### src/rtl/o_writeback_pkg.sv
// Shared types and constants for the output writeback path between the PE backend
// and the OSRAM write port.
package o_writeback_pkg;

  localparam int unsigned MaxEmbeddingDim = 64;
  localparam int unsigned ElemW           = 16;
  localparam int unsigned ElemsPerWord    = 8;
  localparam int unsigned AddrW           = 12;
  localparam int unsigned Wpv             = MaxEmbeddingDim / ElemsPerWord;

  typedef logic [ElemW-1:0]                 o_elem_t;
  typedef logic [MaxEmbeddingDim*ElemW-1:0] o_vector_t;
  typedef logic [ElemsPerWord*ElemW-1:0]    osram_word_t;
  typedef logic [AddrW-1:0]                 osram_addr_t;

  typedef enum logic [1:0] {
    StIdle,
    StRun,
    StDone
  } wb_state_e;

  // Counter width that stays legal when the range collapses to a single value.
  function automatic int unsigned clog2_min1(input int unsigned v);
    return (v > 1) ? $clog2(v) : 1;
  endfunction

endpackage

### src/rtl/o_writeback_fifo.sv
// Two-entry register FIFO (vec_fifo2) holding whole output vectors. Push is ignored
// when full and pop when empty; simultaneous push and pop is allowed when not full.
module vec_fifo2 #(
  parameter int unsigned Width = 1024
) (
  input  logic             clk_i,
  input  logic             rst_ni,
  input  logic             push_i,
  input  logic             pop_i,
  input  logic [Width-1:0] wdata_i,
  output logic [Width-1:0] rdata_o,
  output logic             full_o,
  output logic             empty_o
);

  logic [Width-1:0] mem_q [2];
  logic             wr_ptr_q, rd_ptr_q;
  logic [1:0]       cnt_q, cnt_d;
  logic             push_ok, pop_ok;

  always_comb begin
    full_o  = (cnt_q == 2'd2);
    empty_o = (cnt_q == 2'd0);
    push_ok = push_i && !full_o;
    pop_ok  = pop_i && !empty_o;
    rdata_o = mem_q[rd_ptr_q];
    cnt_d   = cnt_q;
    if (push_ok && !pop_ok) begin
      cnt_d = cnt_q + 2'd1;
    end else if (pop_ok && !push_ok) begin
      cnt_d = cnt_q - 2'd1;
    end
  end

  always_ff @(posedge clk_i or negedge rst_ni) begin
    if (!rst_ni) begin
      mem_q    <= '{default: '0};
      wr_ptr_q <= 1'b0;
      rd_ptr_q <= 1'b0;
      cnt_q    <= 2'd0;
    end else begin
      if (push_ok) begin
        mem_q[wr_ptr_q] <= wdata_i;
        wr_ptr_q        <= ~wr_ptr_q;
      end
      if (pop_ok) begin
        rd_ptr_q <= ~rd_ptr_q;
      end
      cnt_q <= cnt_d;
    end
  end

endmodule

### src/rtl/o_writeback.sv
// Buffers up to two scaled PE output vectors and serialises each into consecutive
// OSRAM write beats; pulses done after NUM_ROWS vectors have been fully written.
module o_writeback
  import o_writeback_pkg::*;
#(
  parameter int unsigned EMB_DIM        = MaxEmbeddingDim,
  parameter int unsigned ELEM_W         = ElemW,
  parameter int unsigned ELEMS_PER_WORD = ElemsPerWord,
  parameter int unsigned NUM_ROWS       = 128,
  parameter int unsigned ADDR_W         = AddrW
) (
  input  logic                             clk,
  input  logic                             rst,
  input  logic                             start,
  input  logic [ADDR_W-1:0]                base_addr_in,
  input  logic                             vld_in,
  output logic                             rdy_out,
  input  logic [EMB_DIM*ELEM_W-1:0]        o_vec_in,
  output logic                             sram_we,
  input  logic                             sram_rdy,
  output logic [ADDR_W-1:0]                sram_addr,
  output logic [ELEMS_PER_WORD*ELEM_W-1:0] sram_wdata,
  output logic                             busy,
  output logic                             done
);

  localparam int unsigned WPV   = EMB_DIM / ELEMS_PER_WORD;
  localparam int unsigned VecW  = EMB_DIM * ELEM_W;
  localparam int unsigned WordW = ELEMS_PER_WORD * ELEM_W;
  localparam int unsigned BeatW = clog2_min1(WPV);
  localparam int unsigned RowW  = $clog2(NUM_ROWS + 1);

  wb_state_e         state_q, state_d;
  logic [RowW-1:0]   row_in_q, row_in_d;
  logic [RowW-1:0]   row_out_q, row_out_d;
  logic [BeatW-1:0]  beat_q, beat_d;
  logic [ADDR_W-1:0] base_q, base_d;

  logic            fifo_push, fifo_pop, fifo_full, fifo_empty;
  logic [VecW-1:0] fifo_head;
  logic            accept, last_beat;

  vec_fifo2 #(
    .Width(VecW)
  ) u_fifo (
    .clk_i  (clk),
    .rst_ni (rst),
    .push_i (fifo_push),
    .pop_i  (fifo_pop),
    .wdata_i(o_vec_in),
    .rdata_o(fifo_head),
    .full_o (fifo_full),
    .empty_o(fifo_empty)
  );

  always_ff @(posedge clk or negedge rst) begin
    if (!rst) begin
      state_q   <= StIdle;
      row_in_q  <= '0;
      row_out_q <= '0;
      beat_q    <= '0;
      base_q    <= '0;
    end else begin
      state_q   <= state_d;
      row_in_q  <= row_in_d;
      row_out_q <= row_out_d;
      beat_q    <= beat_d;
      base_q    <= base_d;
    end
  end

  always_comb begin
    state_d   = state_q;
    row_in_d  = row_in_q;
    row_out_d = row_out_q;
    beat_d    = beat_q;
    base_d    = base_q;
    unique case (state_q)
      StIdle: begin
        if (start) begin
          state_d   = StRun;
          row_in_d  = '0;
          row_out_d = '0;
          beat_d    = '0;
          base_d    = base_addr_in;
        end
      end
      StRun: begin
        if (fifo_push) begin
          row_in_d = row_in_q + RowW'(1);
        end
        if (accept) begin
          if (last_beat) begin
            beat_d    = '0;
            row_out_d = row_out_q + RowW'(1);
            if (row_out_q == RowW'(NUM_ROWS - 1)) begin
              state_d = StDone;
            end
          end else begin
            beat_d = beat_q + BeatW'(1);
          end
        end
      end
      StDone:  state_d = StIdle;
      default: state_d = StIdle;
    endcase
  end

  // rdy_out depends only on registered state, never on sram_rdy.
  always_comb begin
    rdy_out    = (state_q == StRun) && !fifo_full && (row_in_q < RowW'(NUM_ROWS));
    sram_we    = (state_q == StRun) && !fifo_empty;
    accept     = sram_we && sram_rdy;
    last_beat  = (beat_q == BeatW'(WPV - 1));
    fifo_push  = vld_in && rdy_out;
    fifo_pop   = accept && last_beat;
    busy       = (state_q != StIdle);
    done       = (state_q == StDone);
    sram_addr  = base_q + ADDR_W'(row_out_q) * ADDR_W'(WPV) + ADDR_W'(beat_q);
    sram_wdata = sram_we ? fifo_head[WordW*beat_q +: WordW] : '0;
  end

endmodule
### config.mk
export PLATFORM = sky130hd
export DESIGN_NAME = o_writeback
export DESIGN_NICKNAME = d
export VERILOG_FILES = /design/src/rtl/o_writeback_pkg.sv /design/src/rtl/o_writeback_fifo.sv /design/src/rtl/o_writeback.sv
export SDC_FILE = /design/constraint.sdc
export NUM_CORES = 2
export LEC_CHECK = 0
export BUFFER_PORTS_ARGS = -buffer_cell sky130_fd_sc_hd__buf_2
export CAP_MARGIN = 20
export CORE_AREA = 2 2 460 462
export DETAILED_ROUTE_END_ITERATION = 8
export DIE_AREA = 0 0 462 464
export PLACE_DENSITY = 0.62
export SLEW_MARGIN = 0
export SYNTH_ARGS = -nofsm -noshare
export SYNTH_HDL_FRONTEND = slang
export SYNTH_SLANG_ARGS = --single-unit
### constraint.sdc
create_clock -name clk -period 6.2 [get_ports clk]
set_input_delay 0.62 -clock clk [delete_from_list [all_inputs] [get_ports clk]]
set_output_delay 0.62 -clock clk [all_outputs]
set_load 0.02 [all_outputs]
==> reports/summary.json <==
{
  "start_util": {"value": 45.1, "unit": "%"},
  "worstSetupPathType": {"value": "reg2out"},
  "grt_pass1_vias": {"value": 65811},
  "floorplan.die_area": {"value": 214000, "unit": "sq um"},
  "timing.critical_path.buf_inv": {"value": 2},
  "area_growth": {"value": 27.3, "unit": "%"},
  "synth-warning-count": {"value": 0},
  "crit_path_cell_trace": {"value": "nand2b_1, nor2_1, and2_4, buf_4, a22oi_1, o211ai_1, buf_2"},
  "synth.avg_cell_area": {"value": 16.3, "unit": "sq um"},
  "crit_share_post_route": {"value": 80.2, "unit": "%"},
  "timing.final.max_slew_violations": {"value": 0},
  "grt_pass1_wl": {"value": 423000, "unit": "um"},
  "hold-path-cell-count": {"value": 3},
  "tritoncts": {"value": "yes"},
  "peakVddDrop": {"value": 450, "unit": "uV"},
  "synth.lib_cells_used.distinct": {"value": 52},
  "fp.dieH": {"value": 464, "unit": "um"},
  "slew-limit-headroom": {"value": 26.4, "unit": "%"},
  "pin_count_of_the_biggest_net_entering_global_routing": {"value": 179},
  "portion_of_synthesized_cell_area_occupied_by_the_leading_cell_type": {"value": 55.3, "unit": "%"},
  "place.port_buffers": {"value": 1184},
  "grtUsageTotal": {"value": 26.2, "unit": "%"},
  "r2r.worst_path.cells": {"value": 6},
  "mostFrequentLayoutCell": {"value": "dfrtp_1"},
  "hold_viol_final": {"value": 0},
  "synthTopCellsByArea": {"value": "dfrtp_1, mux2_2, mux4_2, mux2_1, mux2i_1"},
  "clockRootBuffer": {"value": "clkbuf_16"},
  "top_layer_used": {"value": "met5"},
  "cp-end-kind": {"value": "primary output"},
  "cpLargestDelayFamily": {"value": "simple AND/OR/NAND/NOR gates"},
  "globalplace.congestion": {"value": 0.832},
  "crit_start": {"value": "state_q[0]$_DFFE_PN0P_"},
  "max_clock_freq": {"value": 201, "unit": "MHz"},
  "total_power": {"value": 65500, "unit": "uW"},
  "cts_max_level": {"value": 4},
  "synth.largest_area_cell": {"value": "dfrtp_1"},
  "power.static_leakage": {"value": 0.0512, "unit": "uW"},
  "worst_hold_slack": {"value": 57.6, "unit": "ps"},
  "critical_path.startpoint_type": {"value": "flip-flop"},
  "met2_wirelength": {"value": 138000, "unit": "um"},
  "syn-cell-area": {"value": 94400, "unit": "sq um"},
  "post_drt_wl_per_cell": {"value": 25.8, "unit": "um"},
  "cp_data_arrival_time": {"value": 4350, "unit": "ps"},
  "ioPinCount": {"value": 1185},
  "layout.filler_cells": {"value": 16589},
  "worst_hold_path_type": {"value": "in2reg"},
  "clock_skew": {"value": 32.7, "unit": "ps"},
  "highest_fanout_seen_on_the_critical_path": {"value": 50},
  "finish.net_count": {"value": 8927},
  "drt_first_pass_iters": {"value": 5},
  "dominantRegCellSynth": {"value": "dfrtp_1"},
  "final_layout_size_suffix_gt1_share": {"value": 44.2, "unit": "%"},
  "seq_area": {"value": 52200, "unit": "sq um"},
  "timing.critical_path.slowest_stage_cell": {"value": "and2_4"},
  "routed-wl-met3": {"value": 19400, "unit": "um"},
  "via_count": {"value": 60709},
  "setup_total_negative_slack": {"value": 0, "unit": "ps"},
  "clkSinkCount": {"value": 2085},
  "worst_slew_pin_slew": {"value": 1080, "unit": "ps"},
  "min_from": {"value": "base_addr_in[3]"},
  "dp_hpwl": {"value": 193000, "unit": "um"},
  "clkTransAtPathRegs": {"value": 60, "unit": "ps"},
  "shortest_period_the_worst_path_allows": {"value": 4970, "unit": "ps"},
  "setup-violations-final": {"value": 0},
  "yosysSeqAreaShare": {"value": 55.3, "unit": "%"},
  "floorplan.die.width": {"value": 462, "unit": "um"},
  "clock_latency_reported_for_the_late_side_of_the_worst_skew_pair": {"value": 840, "unit": "ps"},
  "antenna_found_initial": {"value": 196},
  "cts_inserted_buffers": {"value": 220},
  "route.final.wire_length": {"value": 284000, "unit": "um"},
  "viasPerCell": {"value": 5.53},
  "status": {"value": "complete, no violations"},
  "worst-endpoint-required": {"value": 5580, "unit": "ps"},
  "global_route.overflow_total": {"value": 0},
  "drt-initial-drc-count": {"value": 3958},
  "ys_ff_latch": {"value": 2085},
  "clk_path_buf_depth": {"value": 3},
  "remaining_antenna_violation_count_after_routing": {"value": 0},
  "postSynthCellCount": {"value": 5775},
  "drv_cap": {"value": 0},
  "core.rowCount": {"value": 168},
  "critical_path.max_stage_delay": {"value": 790, "unit": "ps"},
  "synth_nets": {"value": 6833},
  "rsz0062_at_grt": {"value": "false"},
  "mostFrequentLayoutCells": {"value": "dfrtp_1, mux2_2, buf_2"},
  "multi_input_area": {"value": 39400, "unit": "sq um"},
  "cts_setup_buffers": {"value": 0},
  "rr_startpoint": {"value": "state_q[0]$_DFFE_PN0P_"},
  "crit_cells": {"value": 7},
  "synth_async_sr_flop_share": {"value": 100, "unit": "%"},
  "placeableCoreArea": {"value": 209000, "unit": "sq um"},
  "post-route-drc-count": {"value": 0},
  "power-per-cell-area": {"value": 546, "unit": "nW/um^2"},
  "number_of_enable_flip_flop_cells_after_synthesis": {"value": 0},
  "detail_route.wirelength.met1": {"value": 116000, "unit": "um"}
}
[stage by stage]
| stage | instance area, sq um | setup slack, ps | utilization, % | std cells |
|---|---|---|---|---|
| floorplan | 94400 | 3070 | - | 5775 |
| global placement | 102000 | 1870 | 48.9 | 9447 |
| detailed placement | 102000 | 2030 | 49.0 | 9448 |
| CTS | 120000 | 1110 | 57.2 | 10841 |
| global route | 120000 | 939 | 57.4 | 10949 |
| finish | 120000 | 1230 | 57.4 | 10980 |
[report_power, final]
group	switching [uW]	total, uW	internal, uW
registers	3570	24200	20600
logic	13500	28100	14600
clock network	5530	13300	7730
total	22600	65500	42900
[cells in the mapped netlist, types with 9 or more instances]
cell type	count
a22oi_1	84
mux2i_1	256
o21ai_0	13
buf_2	77
nand2_1	63
a21oi_1	14
ha_1	16
nand3_1	62
buf_8	22
buf_1	42
mux2_1	616
xnor2_1	9
o22ai_1	86
clkbuf_1	97
dfrtp_1	2085
mux2_2	1434
mux4_2	470
buf_4	120
buf_6	60
nor2_1	29
o211ai_1	44
[flip-flops by register name, summed over array words and instances, names as in the netlist]
name and flops:
base_q 12, u_fifo.cnt_q 2, row_in_q 8, state_q 2, beat_q 3, u_fifo.mem_q 2048, row_out_q 8, u_fifo.wr_ptr_q 1
u_fifo.rd_ptr_q 1
[final timing paths]
check | endpoint | slack (ps)
max | sram_wdata[6] | 1230
max in group asynchronous | u_fifo.mem_q[1149]$_DFFE_PN0P_ | 4020
min | base_q[3]$_DFFE_PN0P_ | 60
max reg2reg | u_fifo.mem_q[1297]$_DFFE_PN0P_ | 2510
min reg2reg | u_fifo.mem_q[1733]$_DFFE_PN0P_ | 480
min in group asynchronous | u_fifo.mem_q[596]$_DFFE_PN0P_ | 410
[routing by layer]
layer	global-route usage [%]	up-vias
li1	-	26146
met1	33.7	32094
met2	42.6	1778
met3	6.90	591
met4	9.37	100
met5	0	-
[cell families after synthesis]
kind of cell / after synthesis / synth area share [%]
muxes: 2776 / 38.4
DFF: 2085 / 55.3
buffers and inverters: 425 / 3.01
AOI/OAI and AO/OA: 267 / 1.97
and+or+nand+nor: 189 / 0.951
adders and majority gates: 17 / 0.233
xor gates and xnor gates: 16 / 0.149
[worst reg2reg max path, stage by stage, from the launching register on]
cell and delay, ps:
dfrtp_1 500, nand2b_1 380, nor4b_4 600, nor2b_4 720, buf_12 240, buf_12 500
mux2_2 640
[area by class of cell]
cell class / count / area share [%]
Timing Repair Buffer: 2290 / 14.4
Tap cell: 2805 / 2.92
Inverter: 7 / 0.0281
Multi-Input combinational cell: 3265 / 32.8
Clock inverter: 51 / 0.525
Antenna cell: 139 / 0.290
Clock buffer: 338 / 5.55
Sequential cell: 2085 / 43.5
[repair_timing]
item / 4_1_cts / 5_1_grt
endpoints found under the hold margin: 2071 / 0
resized for setup: 0 / 0
hold buffers: 1004 / 0
(Power assumes the default switching activity.)
